[src/rtl/tick_mode_register_if.sv]
// Bus bundle for tick_mode_register: operation controls in, register state and pulses out.
// The master samples q/so/op_stb/changed and drives the controls; nothing here handshakes.
interface tick_mode_register_if #(
   parameter int DATAWIDTH = 8
);
   logic                 sclr;
   logic                 tg_tick;
   logic [2:0]           mode;
   logic [DATAWIDTH-1:0] d;
   logic [DATAWIDTH-1:0] mask;
   logic                 si;
   logic [DATAWIDTH-1:0] q;
   logic                 so;
   logic                 op_stb;
   logic                 changed;

   modport master (
      output sclr, tg_tick, mode, d, mask, si,
      input  q, so, op_stb, changed
   );

   modport slave (
      input  sclr, tg_tick, mode, d, mask, si,
      output q, so, op_stb, changed
   );
endinterface

[src/rtl/tick_mode_register.sv]
// Multi-mode register applying one hold/load/toggle/set/clear/shift/rotate operation
// every PRESCALE tg_tick pulses; results, so, op_stb and changed appear one clk later.
module tick_mode_register #(
   parameter int                   DATAWIDTH   = 8,
   parameter int                   PRESCALE    = 1,
   parameter logic [DATAWIDTH-1:0] RESET_VALUE = {DATAWIDTH{1'b0}}
) (
   input  logic                 clk,
   input  logic                 rst,
   tick_mode_register_if.slave  bus
);

   typedef enum logic [2:0] {
      MODE_HOLD   = 3'b000,
      MODE_LOAD   = 3'b001,
      MODE_TOGGLE = 3'b010,
      MODE_SET    = 3'b011,
      MODE_CLEAR  = 3'b100,
      MODE_SHL    = 3'b101,
      MODE_SHR    = 3'b110,
      MODE_ROTL   = 3'b111
   } mode_e;

   localparam int              PW       = (PRESCALE > 1) ? $clog2(PRESCALE) : 1;
   localparam logic [PW-1:0]   PRE_LAST = PW'(PRESCALE - 1);

   logic [DATAWIDTH-1:0] q_q, q_d;
   logic [PW-1:0]        pre_q, pre_d;
   logic                 so_q, so_d;
   logic                 stb_q, stb_d;
   logic                 chg_q, chg_d;

   logic [DATAWIDTH-1:0] shl_v, shr_v, rotl_v, nq;
   logic                 nso;
   logic                 apply;
   mode_e                mode;

   assign mode  = mode_e'(bus.mode);
   assign apply = bus.tg_tick && (pre_q == PRE_LAST);

   // A 1-bit register has no interior bits: shifts just take si and rotate is a no-op.
   if (DATAWIDTH == 1) begin : g_w1
      assign shl_v  = bus.si;
      assign shr_v  = bus.si;
      assign rotl_v = q_q;
   end else begin : g_wn
      assign shl_v  = {q_q[DATAWIDTH-2:0], bus.si};
      assign shr_v  = {bus.si, q_q[DATAWIDTH-1:1]};
      assign rotl_v = {q_q[DATAWIDTH-2:0], q_q[DATAWIDTH-1]};
   end

   always_comb begin
      nq  = q_q;
      nso = so_q;
      case (mode)
         MODE_HOLD:   nq = q_q;
         MODE_LOAD:   nq = (q_q & ~bus.mask) | (bus.d & bus.mask);
         MODE_TOGGLE: nq = q_q ^ bus.mask;
         MODE_SET:    nq = q_q | bus.mask;
         MODE_CLEAR:  nq = q_q & ~bus.mask;
         MODE_SHL: begin
            nq  = shl_v;
            nso = q_q[DATAWIDTH-1];
         end
         MODE_SHR: begin
            nq  = shr_v;
            nso = q_q[0];
         end
         MODE_ROTL: begin
            nq  = rotl_v;
            nso = q_q[DATAWIDTH-1];
         end
         default: nq = q_q;
      endcase
   end

   // sclr outranks a coincident tick and discards any partial prescale count.
   always_comb begin
      q_d   = q_q;
      pre_d = pre_q;
      so_d  = so_q;
      stb_d = 1'b0;
      chg_d = 1'b0;
      if (bus.sclr) begin
         q_d   = RESET_VALUE;
         pre_d = '0;
         chg_d = (q_q != RESET_VALUE);
      end else if (apply) begin
         q_d   = nq;
         pre_d = '0;
         so_d  = nso;
         stb_d = 1'b1;
         chg_d = (nq != q_q);
      end else if (bus.tg_tick) begin
         pre_d = pre_q + 1'b1;
      end
   end

   always_ff @(posedge clk or posedge rst) begin
      if (rst) begin
         q_q   <= RESET_VALUE;
         pre_q <= '0;
         so_q  <= 1'b0;
         stb_q <= 1'b0;
         chg_q <= 1'b0;
      end else begin
         q_q   <= q_d;
         pre_q <= pre_d;
         so_q  <= so_d;
         stb_q <= stb_d;
         chg_q <= chg_d;
      end
   end

   assign bus.q       = q_q;
   assign bus.so      = so_q;
   assign bus.op_stb  = stb_q;
   assign bus.changed = chg_q;

endmodule

[src/flat_wrapper.sv]
// flat-port wrapper written by rule: the top's interface ports become plain ports
module tick_mode_register_flat 
#(
   parameter int                   DATAWIDTH   = 8,
   parameter int                   PRESCALE    = 1,
   parameter logic [DATAWIDTH-1:0] RESET_VALUE = {DATAWIDTH{1'b0}}
)
  (clk, rst, bus_sclr, bus_tg_tick, bus_mode, bus_d, bus_mask, bus_si, bus_q, bus_so, bus_op_stb, bus_changed);
  tick_mode_register_if #(.DATAWIDTH(DATAWIDTH)) bus_i ();
  input  logic clk;
  input  logic rst;
  input wire logic [$bits(bus_i.sclr)-1:0] bus_sclr;
  input wire logic [$bits(bus_i.tg_tick)-1:0] bus_tg_tick;
  input wire logic [$bits(bus_i.mode)-1:0] bus_mode;
  input wire logic [$bits(bus_i.d)-1:0] bus_d;
  input wire logic [$bits(bus_i.mask)-1:0] bus_mask;
  input wire logic [$bits(bus_i.si)-1:0] bus_si;
  output wire logic [$bits(bus_i.q)-1:0] bus_q;
  output wire logic [$bits(bus_i.so)-1:0] bus_so;
  output wire logic [$bits(bus_i.op_stb)-1:0] bus_op_stb;
  output wire logic [$bits(bus_i.changed)-1:0] bus_changed;
  assign bus_i.sclr = bus_sclr;
  assign bus_i.tg_tick = bus_tg_tick;
  assign bus_i.mode = bus_mode;
  assign bus_i.d = bus_d;
  assign bus_i.mask = bus_mask;
  assign bus_i.si = bus_si;
  assign bus_q = bus_i.q;
  assign bus_so = bus_i.so;
  assign bus_op_stb = bus_i.op_stb;
  assign bus_changed = bus_i.changed;
  tick_mode_register #(.DATAWIDTH(DATAWIDTH), .PRESCALE(PRESCALE), .RESET_VALUE(RESET_VALUE)) u_core (.clk(clk), .rst(rst), .bus(bus_i));
endmodule
[config.mk]
export PLATFORM = sky130hd
export DESIGN_NAME = tick_mode_register_flat
export DESIGN_NICKNAME = d
export VERILOG_FILES = /design/src/rtl/tick_mode_register_if.sv /design/src/rtl/tick_mode_register.sv /design/src/flat_wrapper.sv
export SDC_FILE = /design/constraint.sdc
export NUM_CORES = 1
export LEC_CHECK = 0
export ABC_AREA = 0
export CAP_MARGIN = 25
export CORE_MARGIN = 1.5
export CORE_UTILIZATION = 45
export CTS_CLUSTER_SIZE = 24
export DETAILED_ROUTE_END_ITERATION = 12
export GPL_TIMING_DRIVEN = 1
export PLACE_DENSITY_LB_ADDON = 0.08
export SYNTH_ARGS = -nofsm -noshare
export SYNTH_HDL_FRONTEND = slang
export SYNTH_SLANG_ARGS = --single-unit
export TNS_END_PERCENT = 100
[constraint.sdc]
create_clock -name clk -period 2.9 [get_ports clk]
set_input_delay 0.435 -clock clk [delete_from_list [all_inputs] [get_ports clk]]
set_output_delay 0.435 -clock clk [all_outputs]
set_load 0.1 [all_outputs]
Yosys cells after proc, flatten, opt, wreduce, memory -nomap -nowiden --
Index checks and enable logic that the tools add are counted.
Storage, ports and cells: logic and storage cells 41, bits of input ports 24, flip-flop bits (word level) 12
Cells by class: bitwise gates (word level) 8, equal/unequal tests 8, muxes and demuxes 11, reduce and logical (&&, ||, !) cells 8, $add $sub $neg 1
Operators by type and width (count):
- $pmux W8 S8 | 1
- $and A8 B8 Y8 | 2
- $mux W8 | 2
- $or A8 B8 Y8 | 2
- $eq A3 B3 Y1 const B | 4
- $ne A8 B8 Y1 | 1
- $not A8 Y8 | 1
- $reduce_bool A8 Y1 | 1
- $xor A8 B8 Y8 | 1
- $mux W1 | 7
- $eq A3 B2 Y1 const B | 2
- $reduce_bool A2 Y1 | 2
- $eq A3 B1 Y1 const B | 1
- $logic_not A3 Y1 | 1
- $reduce_and A3 Y1 | 1
- $reduce_bool A3 Y1 | 1
- $not A1 Y1 | 2
- $pmux W1 S2 | 1
- $reduce_or A2 Y1 | 1
- $add A1 B1 Y1 const B | 1
- $logic_and A1 B1 Y1 | 1

Depth between registers and ports, before layout --
Gate-level depths: netlist of run 1.
word-level depth 7, depth in mapped cells 9, gate-level depth less buffers 8

Worst setup path after synthesis of run 1 --
OpenSTA, ideal clock, no wires.
path type flip-flop to flip-flop, start reg u_core.q_q[4], in the netlist u_core.bus.q[4], end reg u_core.chg_q, in the netlist u_core.bus.changed, cell stages (with the launch flop) 10, clock period less this slack 2764 ps, arrival time 2640 ps, setup slack 136 ps, buffers on the path 1, cell sequence dfrtp_1 -> clkbuf_1 -> inv_1 -> ha_1 -> nor2_1 -> o32ai_1 -> or3b_4 -> a22oi_2 -> nand4_1 -> o31a_1
Between the ends: cells in the longest elaborated chain, start to end 6, elaborated cells on any way between the ends 9, classes of those cells eq/ne: 1; mux: 3; bitwise: 4; reduce/logical: 1
RTL lines:
- start: declaration | RTL line tick_mode_register.sv:27 | logic [DATAWIDTH-1:0] q_q, q_d;
- start signal: assignment | RTL line tick_mode_register.sv:107 | q_q <= q_d;
- $and A8 B8 Y8 | RTL line tick_mode_register.sv:57, tick_mode_register.sv:60
- $or A8 B8 Y8 | RTL line tick_mode_register.sv:57 | MODE_LOAD: nq = (q_q & ~bus.mask) | (bus.d & bus.mask);
- $pmux W8 S8 | RTL line tick_mode_register.sv:55 | case (mode)
- $ne A8 B8 Y1 | RTL line tick_mode_register.sv:93 | chg_d = (nq != q_q);
- $mux W1 | RTL line tick_mode_register.sv:88 | end else if (apply) begin
- $mux W1 (*) | RTL line tick_mode_register.sv:84 | if (bus.sclr) begin
- net u_core.chg_d | RTL line tick_mode_register.sv:31 | logic chg_q, chg_d;
- end signal: assignment | RTL line tick_mode_register.sv:111 | chg_q <= chg_d;
- end: declaration | RTL line tick_mode_register.sv:31
Mark *: on every way through the listed nets, which the timed path passes. The rest lies on a longest branch. A chain may end at the register's enable or synchronous reset.

Worst setup path after layout of run 1 --
start in bus_mode[1], end reg u_core.chg_q, in the netlist u_core.bus.changed
Between the ends: cells in the longest elaborated chain, start to end 5, elaborated cells on any way between the ends 12, classes of those cells eq/ne: 8; mux: 3; reduce/logical: 1
RTL lines:
- start: declaration | RTL line flat_wrapper.sv:14 | input wire logic [$bits(bus_i.mode)-1:0] bus_mode;
- $eq A3 B3 Y1, or another cell as far along | RTL line tick_mode_register.sv:55
- $pmux W8 S8 (*) | RTL line tick_mode_register.sv:55
- $ne A8 B8 Y1 (*) | RTL line tick_mode_register.sv:93
- $mux W1 (*) | RTL line tick_mode_register.sv:88
- $mux W1 (*) | RTL line tick_mode_register.sv:84
- net u_core.chg_d | RTL line tick_mode_register.sv:31
Marks and branches as above.

==> results.json, run 1 <==
{
  "drt-total-wl_um": 4370,
  "cts_max_level": 1,
  "fmax_ghz": 0.400,
  "path_cells": "clkdlybuf4s50_1, buf_4, buf_4, nand2_1, o32ai_1, a311oi_1, a32oi_1, o311ai_0, o31a_1",
  "synth-edff-count": 0,
  "cts_setup_buffers": 0,
  "syn_avg_cell_area_um2": 8.11,
  "period_share": 0.861,
  "wl_per_cell_um": 16.4,
  "drc": 0,
  "crit_type": "primary input to flip-flop",
  "via_per_inst": 5.77,
  "ant_nets": 0,
  "p_per_area_nw_per_um2": 364,
  "syn-num-nets": 225,
  "cpPeakStageDelay_ps": 660,
  "grt_first_pass_wirelength_um": 7070,
  "finalClockSkew_ps": 5.92,
  "rows": 20,
  "synth_area_um2": 1500,
  "setup_violations": 0,
  "antenna_found_initial": 0,
  "ys_ff_latch": 12,
  "rsz0062_at_grt": "false",
  "synthCells": 185,
  "hold_viol": 0,
  "hp-class": "primary input to asynchronous set/reset pin",
  "fillers": 294,
  "final_common_cell": "clkdlybuf4s50_1",
  "cts_resized": 0,
  "cts_max_path_buffers": 2,
  "r2r_slack_ps": 510,
  "clk_latency_ps": 280,
  "design_area_um2": 1930,
  "drive_gt1_frac": 0.166,
  "num_antenna_cells": 0,
  "ios": 35,
  "cp_slowest_cell": "clkdlybuf4s50_1",
  "synth_flop_cell": "dfrtp_1",
  "ys_seq_area_frac": 0.200,
  "worst-path-max-fanout": 10,
  "power.leakage_nw": 0.875,
  "drt-pass1-iter-count": 4,
  "crit_arrival_ps": 2670,
  "ff_latch_area_um2": 300,
  "dp_slack_ps": 135,
  "ir_drop_mv": 0.316,
  "port_buffers": 34,
  "setup_tns_ps": 0,
  "start_util": 0.483,
  "drt_iter0_drc": 159,
  "yosys_warnings": 0,
  "cts_buffers": 3,
  "start_kind": "primary input",
  "place_congestion": 0.857,
  "ctsHoldBuffers": 0,
  "cp_common_cell": "buf_4",
  "cts_root_buf": "clkbuf_4",
  "dieHeight_um": 60.7,
  "nets": 264,
  "run_status": "completed",
  "cts_tree": "yes",
  "final_cell_mix": "23 x clkdlybuf4s50_1, 22 x buf_4, 20 x inv_1",
  "relSlewSlack": 0.658,
  "clkTransAtPathRegs_ps": 80,
  "maxCapViolCount": 0,
  "finalMaxSlewViolations": 0,
  "coreArea_um2": 3100,
  "clkSinkCount": 12,
  "die-width_um": 60.7,
  "grt_max_degree": 14,
  "multiInputGateArea_um2": 1070,
  "num_vias": 1541,
  "cp.buffers_inverters": 3,
  "tightest_slew_ps": 510,
  "place_hpwl_um": 3360,
  "area_delta_synth_final_pct": 28.7,
  "placed_area_um2": 1890,
  "grt_overflow_total": 0,
  "required_ps": 3070,
  "die_area_um2": 3690,
  "critPathCaptureType": "flip-flop",
  "synthArstFlopShare": 1.00,
  "grt_pass1_vias": 1461,
  "grtUsageTotal": 0.259,
  "cp_top_family": "compound AO/OA/AOI/OAI gates",
  "synth.distinct_cells": 54,
  "period_needed_ps": 2500,
  "fin_ws_ps": 403
}
[sequential cells by signal, indices dropped and copies added, names as in the netlist]
name / count
u_core.bus.changed: 1
u_core.bus.op_stb: 1
u_core.bus.q: 8
u_core.bus.so: 1
u_core.pre_q: 1
[layout make-up]
type                    instances  share of cell area
clock buffers                   4              0.0188
inverters                      20              0.0389
multi-input cells             142               0.553
flip-flops and latches         12               0.156
well taps                      44              0.0285
repair buffers                 45               0.205
[Yosys cell counts (all sizes together) (3+ instances only)]
master,count,share of area
nor2,15,0.039
nor4,5,0.021
nor2b,4,0.017
nor3b,5,0.028
o21ai,7,0.023
dfrtp,12,0.20
nor3,6,0.023
buf,6,0.025
ha,16,0.13
a22oi,5,0.028
a211oi,5,0.025
mux2i,5,0.033
nand2b,9,0.038
nand2,6,0.015
and3,3,0.013
clkbuf,5,0.013
a311oi,3,0.018
inv,20,0.050
a21oi,5,0.017
or3b,3,0.021
[routing by layer]
metal | vias up | track usage | part of all wire
met5 | - | 0 | 0
met2 | 42 | 0.441 | 0.48
met4 | 0 | 0.0497 | 0.0053
met1 | 736 | 0.346 | 0.46
met3 | 2 | 0.0490 | 0.051
li1 | 761 | - | -
[where the power goes]
group	internal (mW)	switching, mW	leakage (nW)
clock network	0.0764	0.0574	0.0210
registers	0.181	0.0275	0.157
logic	0.134	0.226	0.698
total	0.392	0.311	0.875
[cells by family after synthesis]
family                     Yosys count  share of synthesized area
AOI/OAI and AO/OA                   52                      0.266
buffers and inverters               31                     0.0876
muxes                                7                     0.0484
DFF                                 12                      0.200
adders and majority gates           16                      0.133
and+or+nand+nor                     67                      0.264
[per-stage QoR]
stage                     std cells  hold WS, ps  total power [mW]  utilization
after global routing            267          487             0.747        0.622
after detailed placement        263          548             0.569        0.610
after CTS                       267          477             0.704        0.622
final                           267          466             0.703        0.622
after global placement          263          540             0.562        0.610
after floorplan                 185          300             0.457            -
[final timing paths]
kind / startpoint / end / depth (start not counted)
worst min-delay path: rst / u_core.bus.changed / 2
min in group clk: u_core.pre_q / u_core.pre_q / 1
worst min register to register: u_core.pre_q / u_core.pre_q / 1
max in group asynchronous: rst / u_core.bus.q[0] / 2
worst max register to register: u_core.bus.q[6] / u_core.bus.changed / 8
worst max-delay path: bus_mode[1] / u_core.bus.changed / 9
Note: power is estimated with default switching activity, not from simulation.
==> run 2: changes to the inputs <==
- CTS_CLUSTER_DIAMETER: not set -> 50
==> results of run 2 <==
The final DEF is identical to that of run 1; final timing and power are the same.
==> run 3: changes to the inputs <==
- RECOVER_POWER: not set -> 25
==> run 3 against run 2 <==
  * Routed wire length unchanged
  * First-iteration DRC count unchanged
  * Critical endpoint unchanged
  * Critical path depth stayed put
  * Non-clock buffer count stayed put
  * Core utilization is the same
==> results.json, run 3 (same netlist as run 1, synthesis figures left out) <==
{
  "run_status": "completed",
  "period_share": 0.861,
  "power.leakage_nw": 0.875,
  "rows": 20,
  "largest_reg_flops": 8,
  "cp_common_cell": "buf_4",
  "coreArea_um2": 3100,
  "ios": 35,
  "grt_pass1_vias": 1461,
  "finalClockSkew_ps": 5.92,
  "setup_violations": 0,
  "critPathCaptureType": "flip-flop",
  "cts_max_path_buffers": 2,
  "drt_iter0_drc": 159,
  "clk_latency_ps": 280,
  "reg2reg_to": "u_core.bus.changed",
  "ir_drop_mv": 0.316,
  "start_util": 0.483,
  "reg2reg_from": "u_core.bus.q[6]",
  "clkTransAtPathRegs_ps": 80,
  "cpPeakStageDelay_ps": 660,
  "cts_tree": "yes",
  "r2r_cells": 8,
  "ff_latch_area_um2": 300,
  "crit_path_end": "u_core.bus.changed",
  "grtUsageTotal": 0.259,
  "grt_first_pass_wirelength_um": 7070,
  "holdWs_ps": 561,
  "hold_viol": 0,
  "drt-total-wl_um": 4370,
  "period_needed_ps": 2500,
  "die-width_um": 60.7,
  "cts_setup_buffers": 0,
  "clkSinkCount": 12,
  "port_buffers": 34,
  "final_cell_mix": "22 x clkdlybuf4s50_1, 22 x buf_4, 20 x inv_1",
  "r2r_slack_ps": 510,
  "multiInputGateArea_um2": 1070,
  "utilization": 0.622,
  "antenna_found_initial": 0,
  "fin_ws_ps": 403,
  "wl_per_cell_um": 16.4,
  "dp_slack_ps": 135,
  "drive_gt1_frac": 0.166,
  "crit_start": "bus_mode[1]",
  "cts_root_buf": "clkbuf_4",
  "place_congestion": 0.857,
  "start_kind": "primary input",
  "crit_arrival_ps": 2670,
  "rsz0062_at_grt": "false",
  "fmax_ghz": 0.400,
  "crit_type": "primary input to flip-flop",
  "via_per_inst": 5.77,
  "cts_resized": 0,
  "path_cells": "clkdlybuf4s50_1, buf_4, buf_4, nand2_1, o32ai_1, a311oi_1, a32oi_1, o311ai_0, o31a_1",
  "drt-pass1-iter-count": 4,
  "tightest_slew_ps": 510,
  "maxCapViolCount": 0,
  "p_per_area_nw_per_um2": 364,
  "ant_nets": 0,
  "num_vias": 1541,
  "dieHeight_um": 60.7,
  "nets": 264,
  "grt_max_degree": 14,
  "relSlewSlack": 0.658,
  "num_antenna_cells": 0,
  "place_hpwl_um": 3360,
  "fillers": 294,
  "grt_overflow_total": 0,
  "hp-class": "flip-flop to flip-flop",
  "required_ps": 3070,
  "cp_slowest_cell": "clkdlybuf4s50_1",
  "ctsHoldBuffers": 0,
  "setup_tns_ps": 0,
  "area_delta_synth_final_pct": 28.7,
  "worst-path-max-fanout": 10,
  "die_area_um2": 3690,
  "cts_max_level": 1,
  "drc": 0,
  "cts_buffers": 3,
  "finalMaxSlewViolations": 0
}
-- run 3: final cells by class --
type | instances | area share
clock buffers | 4 | 0.0188
inverters | 20 | 0.0389
multi-input cells | 142 | 0.553
flip-flops and latches | 12 | 0.156
well taps | 44 | 0.0285
repair buffers | 45 | 0.205
-- run 3: critical path: cells and delay by family --
kind | cells | cell delay, ps
and+or+nand+nor | 1 | 80
buffers and inverters | 3 | 1030
AOI/OAI and AO/OA | 5 | 1110
-- run 3: where the power goes --
group	leakage [nW]	switching [mW]	internal [mW]	total (mW)
Sequential	0.157	0.0275	0.181	0.208
Combinational	0.698	0.226	0.134	0.360
Clock	0.0210	0.0574	0.0764	0.134
-- run 3: metrics by stage --
step           area [um^2]  instances  total power [mW]
2_1_floorplan         1500        185             0.457
3_3_place_gp          1890        263             0.562
3_5_place_dp          1890        263             0.569
4_1_cts               1930        267             0.704
5_1_grt               1930        267             0.747
6_report              1930        267             0.703
-- run 3: worst min-delay path by stage --
stage / startpoint / endpoint / depth (start not counted)
6_report: u_core.pre_q / u_core.pre_q / 1
5_1_grt: u_core.pre_q / u_core.pre_q / 1
4_1_cts: rst / u_core.bus.changed / 2
3_5_place_dp: u_core.pre_q / u_core.pre_q / 1
3_3_place_gp: u_core.pre_q / u_core.pre_q / 1
2_1_floorplan: rst / u_core.bus.changed / 1
-- run 3: per-layer routing --
| layer | vias up | global-route usage | wire [um] |
|---|---|---|---|
| met5 | - | 0 | 0 |
| met4 | 0 | 0.0497 | 23 |
| met3 | 2 | 0.0490 | 224 |
| met2 | 42 | 0.441 | 2120 |
| met1 | 736 | 0.346 | 2010 |
| li1 | 761 | - | - |
